[src/rtl/vmc_pkg.sv]
// rtl/vmc_pkg.sv - shared encodings and preset timing tables for the video mode controller
package vmc_pkg;

    localparam int VMC_WIDTH  = 11;
    localparam int NUM_FIELDS = 8;

    // Requested/current video mode encodings
    typedef enum logic [1:0] {
        MODE_640X480 = 2'd0,
        MODE_800X600 = 2'd1,
        MODE_640X400 = 2'd2,
        MODE_CUSTOM  = 2'd3
    } mode_e;

    // Controller FSM states
    typedef enum logic [1:0] {
        ST_RUN     = 2'd0,
        ST_PENDING = 2'd1,
        ST_SETTLE  = 2'd2
    } state_e;

    // Field index inside a timing set; also the custom register addresses
    localparam logic [2:0] CFG_H_SYNC   = 3'd0;
    localparam logic [2:0] CFG_H_FRONT  = 3'd1;
    localparam logic [2:0] CFG_H_ACTIVE = 3'd2;
    localparam logic [2:0] CFG_H_BACK   = 3'd3;
    localparam logic [2:0] CFG_V_SYNC   = 3'd4;
    localparam logic [2:0] CFG_V_FRONT  = 3'd5;
    localparam logic [2:0] CFG_V_ACTIVE = 3'd6;
    localparam logic [2:0] CFG_V_BACK   = 3'd7;

    // Preset sets, ordered H sync/front/active/back then V sync/front/active/back
    localparam logic [VMC_WIDTH-1:0] MODE0_TIMING [NUM_FIELDS] =
        '{11'd96, 11'd16, 11'd640, 11'd48, 11'd2, 11'd10, 11'd480, 11'd33};
    localparam logic [VMC_WIDTH-1:0] MODE1_TIMING [NUM_FIELDS] =
        '{11'd128, 11'd40, 11'd800, 11'd88, 11'd4, 11'd1, 11'd600, 11'd23};
    localparam logic [VMC_WIDTH-1:0] MODE2_TIMING [NUM_FIELDS] =
        '{11'd96, 11'd16, 11'd640, 11'd48, 11'd2, 11'd12, 11'd400, 11'd35};

    // Preset value of one field; anything that is not mode 1 or 2 falls back to mode 0
    function automatic logic [VMC_WIDTH-1:0] preset_field(input logic [1:0] mode,
                                                          input logic [2:0] field);
        logic [VMC_WIDTH-1:0] t [NUM_FIELDS];
        case (mode)
            MODE_800X600: t = MODE1_TIMING;
            MODE_640X400: t = MODE2_TIMING;
            default:      t = MODE0_TIMING;
        endcase
        return t[field];
    endfunction

endpackage

[src/rtl/vmc_edge_detect.sv]
// rtl/vmc_edge_detect.sv - single-cycle pulse on the rising edge of a level input
module vmc_edge_detect (
    input  logic i_clk,
    input  logic i_rst_n,
    input  logic i_level,
    output logic o_pulse
);

    logic r_level_d;

    // Remember the previous level so a held-high input fires only once
    always_ff @(posedge i_clk or negedge i_rst_n) begin
        if (!i_rst_n) begin
            r_level_d <= 1'b0;
        end else begin
            r_level_d <= i_level;
        end
    end

    assign o_pulse = i_level & ~r_level_d;

endmodule

[src/rtl/video_mode_controller.sv]
// rtl/video_mode_controller.sv - frame-synchronous video mode switcher; CUSTOM_MODE_EN adds the mode 3 register file
module video_mode_controller
    import vmc_pkg::*;
#(
    parameter int WIDTH         = 11,
    parameter int SETTLE_FRAMES = 4
) (
    input  logic             CLK,
    input  logic             RESET,
    input  logic             LineEnd,
    input  logic             FrameEnd,
    input  logic [1:0]       ModeSel,
    input  logic             ModeReq,
    output logic             ModeAck,
    output logic [1:0]       CurMode,
    output logic             Busy,
    output logic             VideoEnable,
    output logic [WIDTH-1:0] HSynch,
    output logic [WIDTH-1:0] HFront,
    output logic [WIDTH-1:0] HActive,
    output logic [WIDTH-1:0] HBack,
    output logic [WIDTH-1:0] VSynch,
    output logic [WIDTH-1:0] VFront,
    output logic [WIDTH-1:0] VActive,
    output logic [WIDTH-1:0] VBack
`ifdef CUSTOM_MODE_EN
    ,
    input  logic             CfgWe,
    input  logic [2:0]       CfgAddr,
    input  logic [WIDTH-1:0] CfgData
`endif
);

    localparam int CNT_W = (SETTLE_FRAMES < 1) ? 1 : $clog2(SETTLE_FRAMES + 1);

    state_e           r_state;
    state_e           w_next_state;
    logic [CNT_W-1:0] r_cnt;
    logic [1:0]       r_pending;
    logic [1:0]       r_cur_mode;
    logic             r_ack;
    logic             r_video_en;
    logic [WIDTH-1:0] r_timing     [NUM_FIELDS];
    logic [WIDTH-1:0] w_new_timing [NUM_FIELDS];

    logic       w_boundary;
    logic       w_req_ok;
    logic [1:0] w_sel_mode;
    logic       w_is_change;
    logic       w_accept;
    logic       w_latch;
    logic       w_apply;
    logic       w_dec;
    logic       w_finish;

    vmc_edge_detect u_frame_edge (
        .i_clk   (CLK),
        .i_rst_n (RESET),
        .i_level (LineEnd & FrameEnd),
        .o_pulse (w_boundary)
    );

    // A request is serviced only once; the cycle carrying the ack ignores the still-high request
    assign w_req_ok = ModeReq & ~r_ack;

`ifdef CUSTOM_MODE_EN
    logic [WIDTH-1:0] r_custom [NUM_FIELDS];

    // Custom register file, starting from the mode 0 set
    always_ff @(posedge CLK or negedge RESET) begin
        if (!RESET) begin
            for (int i = 0; i < NUM_FIELDS; i++) begin
                r_custom[i] <= WIDTH'(preset_field(MODE_640X480, 3'(i)));
            end
        end else if (CfgWe) begin
            r_custom[CfgAddr] <= CfgData;
        end
    end

    assign w_sel_mode  = ModeSel;
    // Re-requesting mode 3 must pick up fresh register contents, so it always counts as a change
    assign w_is_change = (w_sel_mode != r_cur_mode) || (w_sel_mode == MODE_CUSTOM);
`else
    assign w_sel_mode  = (ModeSel == MODE_CUSTOM) ? MODE_640X480 : ModeSel;
    assign w_is_change = (w_sel_mode != r_cur_mode);
`endif

    // Timing set that the pending mode resolves to
    always_comb begin
        for (int i = 0; i < NUM_FIELDS; i++) begin
            w_new_timing[i] = WIDTH'(preset_field(r_pending, 3'(i)));
`ifdef CUSTOM_MODE_EN
            if (r_pending == MODE_CUSTOM) begin
                w_new_timing[i] = r_custom[i];
            end
`endif
        end
    end

    // FSM state register
    always_ff @(posedge CLK or negedge RESET) begin
        if (!RESET) begin
            r_state <= ST_SETTLE;
        end else begin
            r_state <= w_next_state;
        end
    end

    // Next state and datapath controls; a boundary in PENDING outranks a new request
    always_comb begin
        w_next_state = r_state;
        w_accept     = 1'b0;
        w_latch      = 1'b0;
        w_apply      = 1'b0;
        w_dec        = 1'b0;
        w_finish     = 1'b0;
        case (r_state)
            ST_RUN: begin
                if (w_req_ok) begin
                    w_accept = 1'b1;
                    if (w_is_change) begin
                        w_latch      = 1'b1;
                        w_next_state = ST_PENDING;
                    end
                end
            end
            ST_PENDING: begin
                if (w_boundary) begin
                    w_apply      = 1'b1;
                    w_next_state = ST_SETTLE;
                end else if (w_req_ok) begin
                    w_accept = 1'b1;
                    w_latch  = 1'b1;
                end
            end
            ST_SETTLE: begin
                if (r_cnt == '0) begin
                    w_finish     = 1'b1;
                    w_next_state = ST_RUN;
                end else if (w_boundary) begin
                    w_dec = 1'b1;
                end
            end
            default: begin
                w_next_state = ST_SETTLE;
            end
        endcase
    end

    // Handshake, pending mode, settle counter, and the live timing set
    always_ff @(posedge CLK or negedge RESET) begin
        if (!RESET) begin
            r_ack      <= 1'b0;
            r_pending  <= MODE_640X480;
            r_cur_mode <= MODE_640X480;
            r_video_en <= 1'b0;
            r_cnt      <= CNT_W'(SETTLE_FRAMES);
            for (int i = 0; i < NUM_FIELDS; i++) begin
                r_timing[i] <= WIDTH'(preset_field(MODE_640X480, 3'(i)));
            end
        end else begin
            r_ack <= w_accept;
            if (w_latch) begin
                r_pending <= w_sel_mode;
            end
            if (w_apply) begin
                r_cur_mode <= r_pending;
                r_video_en <= 1'b0;
                r_cnt      <= CNT_W'(SETTLE_FRAMES);
                for (int i = 0; i < NUM_FIELDS; i++) begin
                    r_timing[i] <= w_new_timing[i];
                end
            end else if (w_dec) begin
                r_cnt <= r_cnt - CNT_W'(1);
            end
            if (w_finish) begin
                r_video_en <= 1'b1;
            end
        end
    end

    assign ModeAck     = r_ack;
    assign CurMode     = r_cur_mode;
    assign Busy        = (r_state != ST_RUN);
    assign VideoEnable = r_video_en;
    assign HSynch      = r_timing[CFG_H_SYNC];
    assign HFront      = r_timing[CFG_H_FRONT];
    assign HActive     = r_timing[CFG_H_ACTIVE];
    assign HBack       = r_timing[CFG_H_BACK];
    assign VSynch      = r_timing[CFG_V_SYNC];
    assign VFront      = r_timing[CFG_V_FRONT];
    assign VActive     = r_timing[CFG_V_ACTIVE];
    assign VBack       = r_timing[CFG_V_BACK];

endmodule

[config.mk]
export PLATFORM = sky130hd
export DESIGN_NAME = video_mode_controller
export DESIGN_NICKNAME = d
export VERILOG_FILES = /design/src/rtl/vmc_pkg.sv /design/src/rtl/vmc_edge_detect.sv /design/src/rtl/video_mode_controller.sv
export SDC_FILE = /design/constraint.sdc
export NUM_CORES = 1
export LEC_CHECK = 0
export CAP_MARGIN = 20
export CELL_PAD_IN_SITES_DETAIL_PLACEMENT = 1
export CELL_PAD_IN_SITES_GLOBAL_PLACEMENT = 2
export CORE_ASPECT_RATIO = 0.5
export CORE_MARGIN = 1
export CORE_UTILIZATION = 19
export CTS_BUF_LIST = sky130_fd_sc_hd__clkbuf_16
export CTS_CLUSTER_DIAMETER = 100
export DETAILED_ROUTE_END_ITERATION = 8
export HOLD_SLACK_MARGIN = 0.08
export PLACE_DENSITY = 0.75
export RECOVER_POWER = 100
export SLEW_MARGIN = 20
export SYNTH_ARGS = -nofsm -noshare
export SYNTH_HDL_FRONTEND = slang
export SYNTH_HIERARCHICAL = 1
export SYNTH_SLANG_ARGS = --single-unit
[constraint.sdc]
create_clock -name CLK -period 2.05 [get_ports CLK]
set_input_delay 0.615 -clock CLK [delete_from_list [all_inputs] [get_ports CLK]]
set_output_delay 0.615 -clock CLK [all_outputs]
set_load 0.01 [all_outputs]
==> flow_summary.yaml, run 1 <==
run_status:
  status: "completed"
layout:
  fillers: 902
  final_common_cell: "conb_1"
  syn_to_final_growth_pct: 17.4
  nNetsFinal: 209
  drive_gt1_share_pct: 12.8
  antenna-diode-count: 0
  mostFrequentLayoutCells: "conb_1, clkdlybuf4s50_1, dfrtp_1, nand2_1, dlygate4sd3_1"
  final_util_pct: 23.9
global_routing:
  met1_usage_pct: 5.93
  use_met3_pct: 2.10
  use_met2_pct: 13.0
  antenna_found_initial: 0
  grt_pass1_wl_microns: 4200
  grt_max_degree: 19
  grt_pass1_vias: 897
  grt_overflow: 0
  track_usage_pct: 6.48
  grt.busiest_layer: "met2"
worst_setup_path:
  critPathMaxFanout: 2
  setup.worst_path.end_class: "primary output"
  r2r_cells: 5
  regToRegEndpoint: "r_pending[1]"
  cp-start-kind: "flip-flop"
  r2r_slack_ns: 0.41
  critPathBufInv: 1
  path_delay_family: "buffers and inverters"
  critical_path_required_ns: 1.43
  criticalPathCategory: "flip-flop to primary output"
  timing.rr.start: "r_state[1]"
  slowest_delay_ns: 0.60
  path_cells: "dlygate4sd3_1"
  crit_arrival_ns: 1.38
  crit_path_top_delay_cell: "dlygate4sd3_1"
pwr:
  power_frac_seq_pct: 30.4
  p_int_w: 0.00128
  leakage_nw: 0.862
  combPwrFrac_pct: 49.5
  p_clk_share_pct: 20.1
  vdd.ir_drop.worst_mv: 0.287
  switchingPower_w: 0.000717
  p_sw_share_pct: 36.0
  p_per_area_mw_per_mm2: 1090
timing:
  finalSetupTns_ns: 0
  layout_min_cycle_time_ns: 1.99
  timing.final.crit_share_pct: 97.2
  fin_worst_skew_ns: 0.00226
  slew_viol_final: 0
  tightest_slew_ns: 0.999
  fmax_mhz: 502
  finalSetupViolCount: 0
  max-slew-margin-rel_pct: 33.4
  finalHoldViolCount: 0
floorplanning:
  die_area_sq_mm: 0.00856
  fp-row-count: 22
  ios: 100
  floorplan.initialDensity_pct: 20.4
  die_y_microns: 65.9
  die_w_microns: 130
  core_sq_mm: 0.00762
placement:
  place_congestion: 0.689
  dp.final_hpwl_microns: 2170
  portBuffers: 40
synth:
  ys_ff_latch: 18
  ys_warn_count: 6
  synth_area_sq_mm: 0.00155
  ys_seq_area_share_pct: 29.4
  syn-instance-count: 169
  synth_cell_types: 34
  synth.avg_cell_area_sq_um: 9.19
route:
  first_pass_iters: 4
  finalWirelength_microns: 2810
  vias_per_cell: 3.26
  drtAntennaViolNets: 0
  drt_iter0_drc: 10
  vias: 987
  drc: 0
  avgRoutedWirePerCell_microns: 9.26
hold_path:
  hold_path_class: "flip-flop to flip-flop"
  min_from: "r_cnt[1]"
  hold_depth: 1
  min_delay_worst_endpoint: "r_cnt[1]"
clocking:
  htreeDepth: 1
  cts_tree: "built"
  clk_latency_ns: 0.25
  cts_buffers: 3
  cts_max_path_buffers: 2
  clk_pin_slew_ns: 0.05
  cts-root-buf: "clkbuf_16"
  cts_sinks: 18
run:
  drv_cap: 0
==> how the worst max path moves through the flow <==
stage | slack [ns] | start | end | depth (start not counted)
floorplan | 0.05 | LineEnd | r_pending[0] | 6
CTS | 0.0007 | HFront[4] | VFront[3] | 1
global placement | -0.21 | LineEnd | r_pending[0] | 6
global route | -0.02 | LineEnd | r_cnt[0] | 8
finish | 0.06 | VActive[6] | VActive[6] | 1
detailed placement | -0.25 | LineEnd | r_pending[1] | 6
==> flip-flops by register name (all words and copies together), names as in the netlist, 2 cells and up <==
register / count
r_pending: 2
CurMode: 2
r_state: 2
VActive: 2
HFront: 2
VFront: 2
r_cnt: 3
==> logic make-up after synthesis <==
| logic type | share of synthesized area, % |
|---|---|
| other | 0.484 |
| XOR/XNOR | 0.564 |
| AND/OR/NAND/NOR | 10.4 |
| buffers and inverters | 41.7 |
| multiplexers | 4.19 |
| flip-flops | 29.4 |
| AO/OA/AOI/OAI | 8.46 |
| adder cells (fa/ha/maj) | 4.83 |
==> per-stage QoR <==
step | std cells | setup WS, ns | total power [W] | hold slack [ns] | area [sq um]
after floorplan | 226 | 0.0547 | 0.00133 | 0.319 | 1770
after global placement | 296 | -0.212 | 0.00157 | 0.467 | 1730
after detailed placement | 296 | -0.252 | 0.00162 | 0.474 | 1730
after CTS | 302 | 0.000657 | 0.00204 | 0.492 | 1820
after global routing | 303 | -0.0211 | 0.00215 | 0.529 | 1820
final | 303 | 0.0576 | 0.00199 | 0.489 | 1820
==> timing repair <==
| item | CTS | global route |
|---|---|---|
| hold buffers | 0 | 0 |
| resized for setup | 6 | 6 |
| endpoints found under the setup margin | 12 | 10 |
| buffers inserted | 2 | 1 |
| pin swaps | 0 | 1 |
==> synth_stat cells, drive strengths merged <==
| library cell | number | area share (%) |
|---|---|---|
| a21oi | 1 | 0.32 |
| nand2 | 12 | 2.9 |
| nor3b | 1 | 0.48 |
| mux2i | 2 | 1.3 |
| o22a | 1 | 0.56 |
| or3b | 1 | 0.73 |
| nor2b | 2 | 1.3 |
| o211ai | 1 | 0.48 |
| xnor2 | 1 | 0.56 |
| a211oi | 1 | 0.48 |
| buf | 83 | 40 |
| o21ai | 9 | 2.9 |
| nand3 | 2 | 0.64 |
| nand2b | 4 | 1.6 |
| nand3b | 1 | 0.48 |
| ha | 6 | 4.8 |
| or2 | 1 | 0.40 |
| dfstp | 5 | 8.5 |
| o31ai | 1 | 1.4 |
| o2bb2ai | 2 | 1.1 |
| clkbuf | 3 | 0.73 |
| and2 | 1 | 0.40 |
| o32ai | 1 | 0.56 |
| inv | 4 | 0.97 |
| mux2 | 4 | 2.9 |
| conb | 2 | 0.48 |
| nor4b | 1 | 0.56 |
| or4b | 1 | 0.64 |
| nor2 | 1 | 0.24 |
| o21ba | 1 | 0.64 |
| dfrtp | 13 | 21 |
==> layer usage <==
metal / vias to the layer above / share of wire [%]
met1: 460 / 37
met4: 0 / 1.9
li1: 455 / -
met2: 65 / 52
met3: 7 / 8.8
met5: - / 0
==> layout make-up <==
cell class / instances / area [sq um] / area share (%)
multi-input cells: 118 / 671 / 36.8
repair buffers: 51 / 465 / 25.5
flip-flops and latches: 18 / 458 / 25.1
well taps: 108 / 135 / 7.41
clock buffers: 3 / 75.1 / 4.12
inverters: 4 / 15.0 / 0.824
clock inverters: 1 / 3.75 / 0.206
==> power by group through the flow <==
stage	logic (W)	clock network, W	registers, W
floorplan	0.000701	0	0.000629
global placement	0.000937	0	0.000635
detailed placement	0.000970	0	0.000648
CTS	0.00100	0.000414	0.000621
global route	0.00109	0.000430	0.000630
finish	0.000986	0.000400	0.000606
Note: power is estimated with default switching activity, not from simulation.
==> inputs of run 2 (changes only) <==
--- a/config.mk
+++ b/config.mk
@@ -9,11 +9,12 @@
 export CELL_PAD_IN_SITES_DETAIL_PLACEMENT = 1
 export CELL_PAD_IN_SITES_GLOBAL_PLACEMENT = 2
 export CORE_ASPECT_RATIO = 0.5
-export CORE_MARGIN = 1
+export CORE_MARGIN = 4
 export CORE_UTILIZATION = 19
 export CTS_BUF_LIST = sky130_fd_sc_hd__clkbuf_16
 export CTS_CLUSTER_DIAMETER = 100
 export DETAILED_ROUTE_END_ITERATION = 8
+export GPL_TIMING_DRIVEN = 1
 export HOLD_SLACK_MARGIN = 0.08
 export PLACE_DENSITY = 0.75
 export RECOVER_POWER = 100
==> run 2 against run 1 <==
  * Final cell count stayed put
  * Non-clock buffer count did not move
  * Fmax hardly changed
  * First-iteration DRC count is 40% higher
  * Sequential share of layout area is the same
  * Register-to-register slack better by 0.04 ns
  * Critical path depth did not move
  * Largest cell class unchanged
  * Die area up 14%
==> flow_summary.yaml, run 2 (synthesized netlist as in run 1, its figures left out) <==
worst_setup_path:
  slowest_delay_ns: 0.57
  criticalPathCategory: "flip-flop to primary output"
  path_cells: "clkdlybuf4s50_1"
  cp-start-kind: "flip-flop"
  critical_path_required_ns: 1.43
  path_delay_family: "flip-flops"
  critPathBufInv: 1
  critPathMaxFanout: 7
  crit_arrival_ns: 1.38
  setup.worst_path.end_class: "primary output"
  crit_path_top_delay_cell: "dfstp_2"
route:
  drc: 0
  avgRoutedWirePerCell_microns: 10.0
  drt_iter0_drc: 14
  finalWirelength_microns: 3030
  vias_per_cell: 3.23
  drtAntennaViolNets: 0
  vias: 978
  first_pass_iters: 2
timing:
  fmax_mhz: 502
  setup_slack_ns: 0.0594
  fin_worst_skew_ns: 0.00414
  finalHoldViolCount: 0
  layout_min_cycle_time_ns: 1.99
  rsz0062_at_grt: "true"
  finalSetupViolCount: 0
  tightest_slew_ns: 1.03
  timing.final.crit_share_pct: 97.1
  max-slew-margin-rel_pct: 31.0
  slew_viol_final: 0
pwr:
  power_frac_seq_pct: 30.8
  p_clk_share_pct: 20.2
  combPwrFrac_pct: 49.0
  leakage_nw: 0.852
  p_sw_share_pct: 36.1
  p_per_area_mw_per_mm2: 1080
  vdd.ir_drop.worst_mv: 0.269
  switchingPower_w: 0.000710
  p_int_w: 0.00126
layout:
  regMostFlops: "r_cnt"
  antenna-diode-count: 0
  mostFrequentLayoutCells: "conb_1, clkdlybuf4s50_1, dfrtp_1, nand2_1"
  drive_gt1_share_pct: 12.8
  final_area_sq_mm: 0.00182
  syn_to_final_growth_pct: 17.4
  final_cell_count_no_fill: 303
  final_util_pct: 23.9
  nNetsFinal: 209
  fillers: 918
  largest_reg_flops: 3
  final_common_cell: "conb_1"
clocking:
  hold_buffers: 0
  cts_sinks: 18
  cts-root-buf: "clkbuf_16"
  clk_latency_ns: 0.25
  cts_max_path_buffers: 2
  cts_buffers: 3
  htreeDepth: 1
  clk_pin_slew_ns: 0.05
  cts_tree: "built"
global_routing:
  antenna_found_initial: 0
  grt_overflow: 0
  track_usage_pct: 5.81
  grt_pass1_wl_microns: 4740
  grt_pass1_vias: 1016
  grt_max_degree: 19
floorplanning:
  fp-row-count: 22
  floorplan.initialDensity_pct: 20.4
  die_w_microns: 136
  die_y_microns: 71.9
  core_sq_mm: 0.00762
  ios: 100
  die_area_sq_mm: 0.00977
run_status:
  status: "completed"
hold_path:
  hold_path_class: "flip-flop to flip-flop"
placement:
  dp.final_hpwl_microns: 2480
  placed_cells: 296
  dpl_cell_area_sq_mm: 0.00173
  pre_cts_slack_ns: -0.259
  portBuffers: 40
  place_congestion: 0.739
run:
  drv_cap: 0
-- run 2: cell type report --
cell class	instances	area, sq um	area share [%]
Clock buffer	3	75.1	4.12
Clock inverter	1	3.75	0.206
Inverter	4	15.0	0.824
Multi-Input combinational cell	118	664	36.4
Sequential cell	18	458	25.1
Tap cell	108	135	7.41
Timing Repair Buffer	51	472	25.9
-- run 2: worst paths after layout --
kind                            start                endpoint  slack [ns]  cells past startpoint
setup / recovery            HFront[4]               VFront[3]        0.06                      1
hold / removal             VActive[6]              VActive[6]        0.50                      2
setup reg to reg           r_state[1]            r_pending[0]        0.45                      4
hold reg to reg            VActive[6]              VActive[6]        0.50                      2
max in group asynchronous       RESET               HFront[3]        0.30                      2
min in group asynchronous       RESET  u_frame_edge/r_level_d        1.06                      2
-- run 2: through the flow --
step / TNS, ns / total power [W] / hold WS [ns]
after detailed placement: -1.97 / 0.00163 / 0.487
after CTS: 0 / 0.00205 / 0.504
after global placement: -1.69 / 0.00158 / 0.466
final: 0 / 0.00197 / 0.499
after floorplan: 0 / 0.00133 / 0.319
after global routing: -0.00677 / 0.00213 / 0.532
-- run 2: metal layers --
layer  GRT usage [%]  vias to the layer above  wire, microns
li1                -                      453              -
met5               0                        -              0
met2            11.1                       62           1520
met1            6.36                      459           1130
met3            1.87                        4            361
met4            1.34                        0             26
-- run 2: timing repair --
item                       4_1_cts  5_1_grt
buffers inserted                 3        0
resized for setup                7        3
setup endpoints to repair       24        4
-- run 2: tightest hold or removal path, delay by kind of cell (launching register included) --
family             cells  cell delay (ns)
AOI/OAI and AO/OA      1             0.08
and+or+nand+nor        1             0.04
DFF                    1             0.37
-- run 2: power groups by stage --
stage               Clock (W)  Combinational, W  Sequential, W
finish               0.000397          0.000964       0.000607
global route         0.000426           0.00107       0.000636
CTS                  0.000414           0.00102       0.000617
detailed placement          0          0.000976       0.000652
global placement            0          0.000941       0.000635
floorplan                   0          0.000701       0.000629
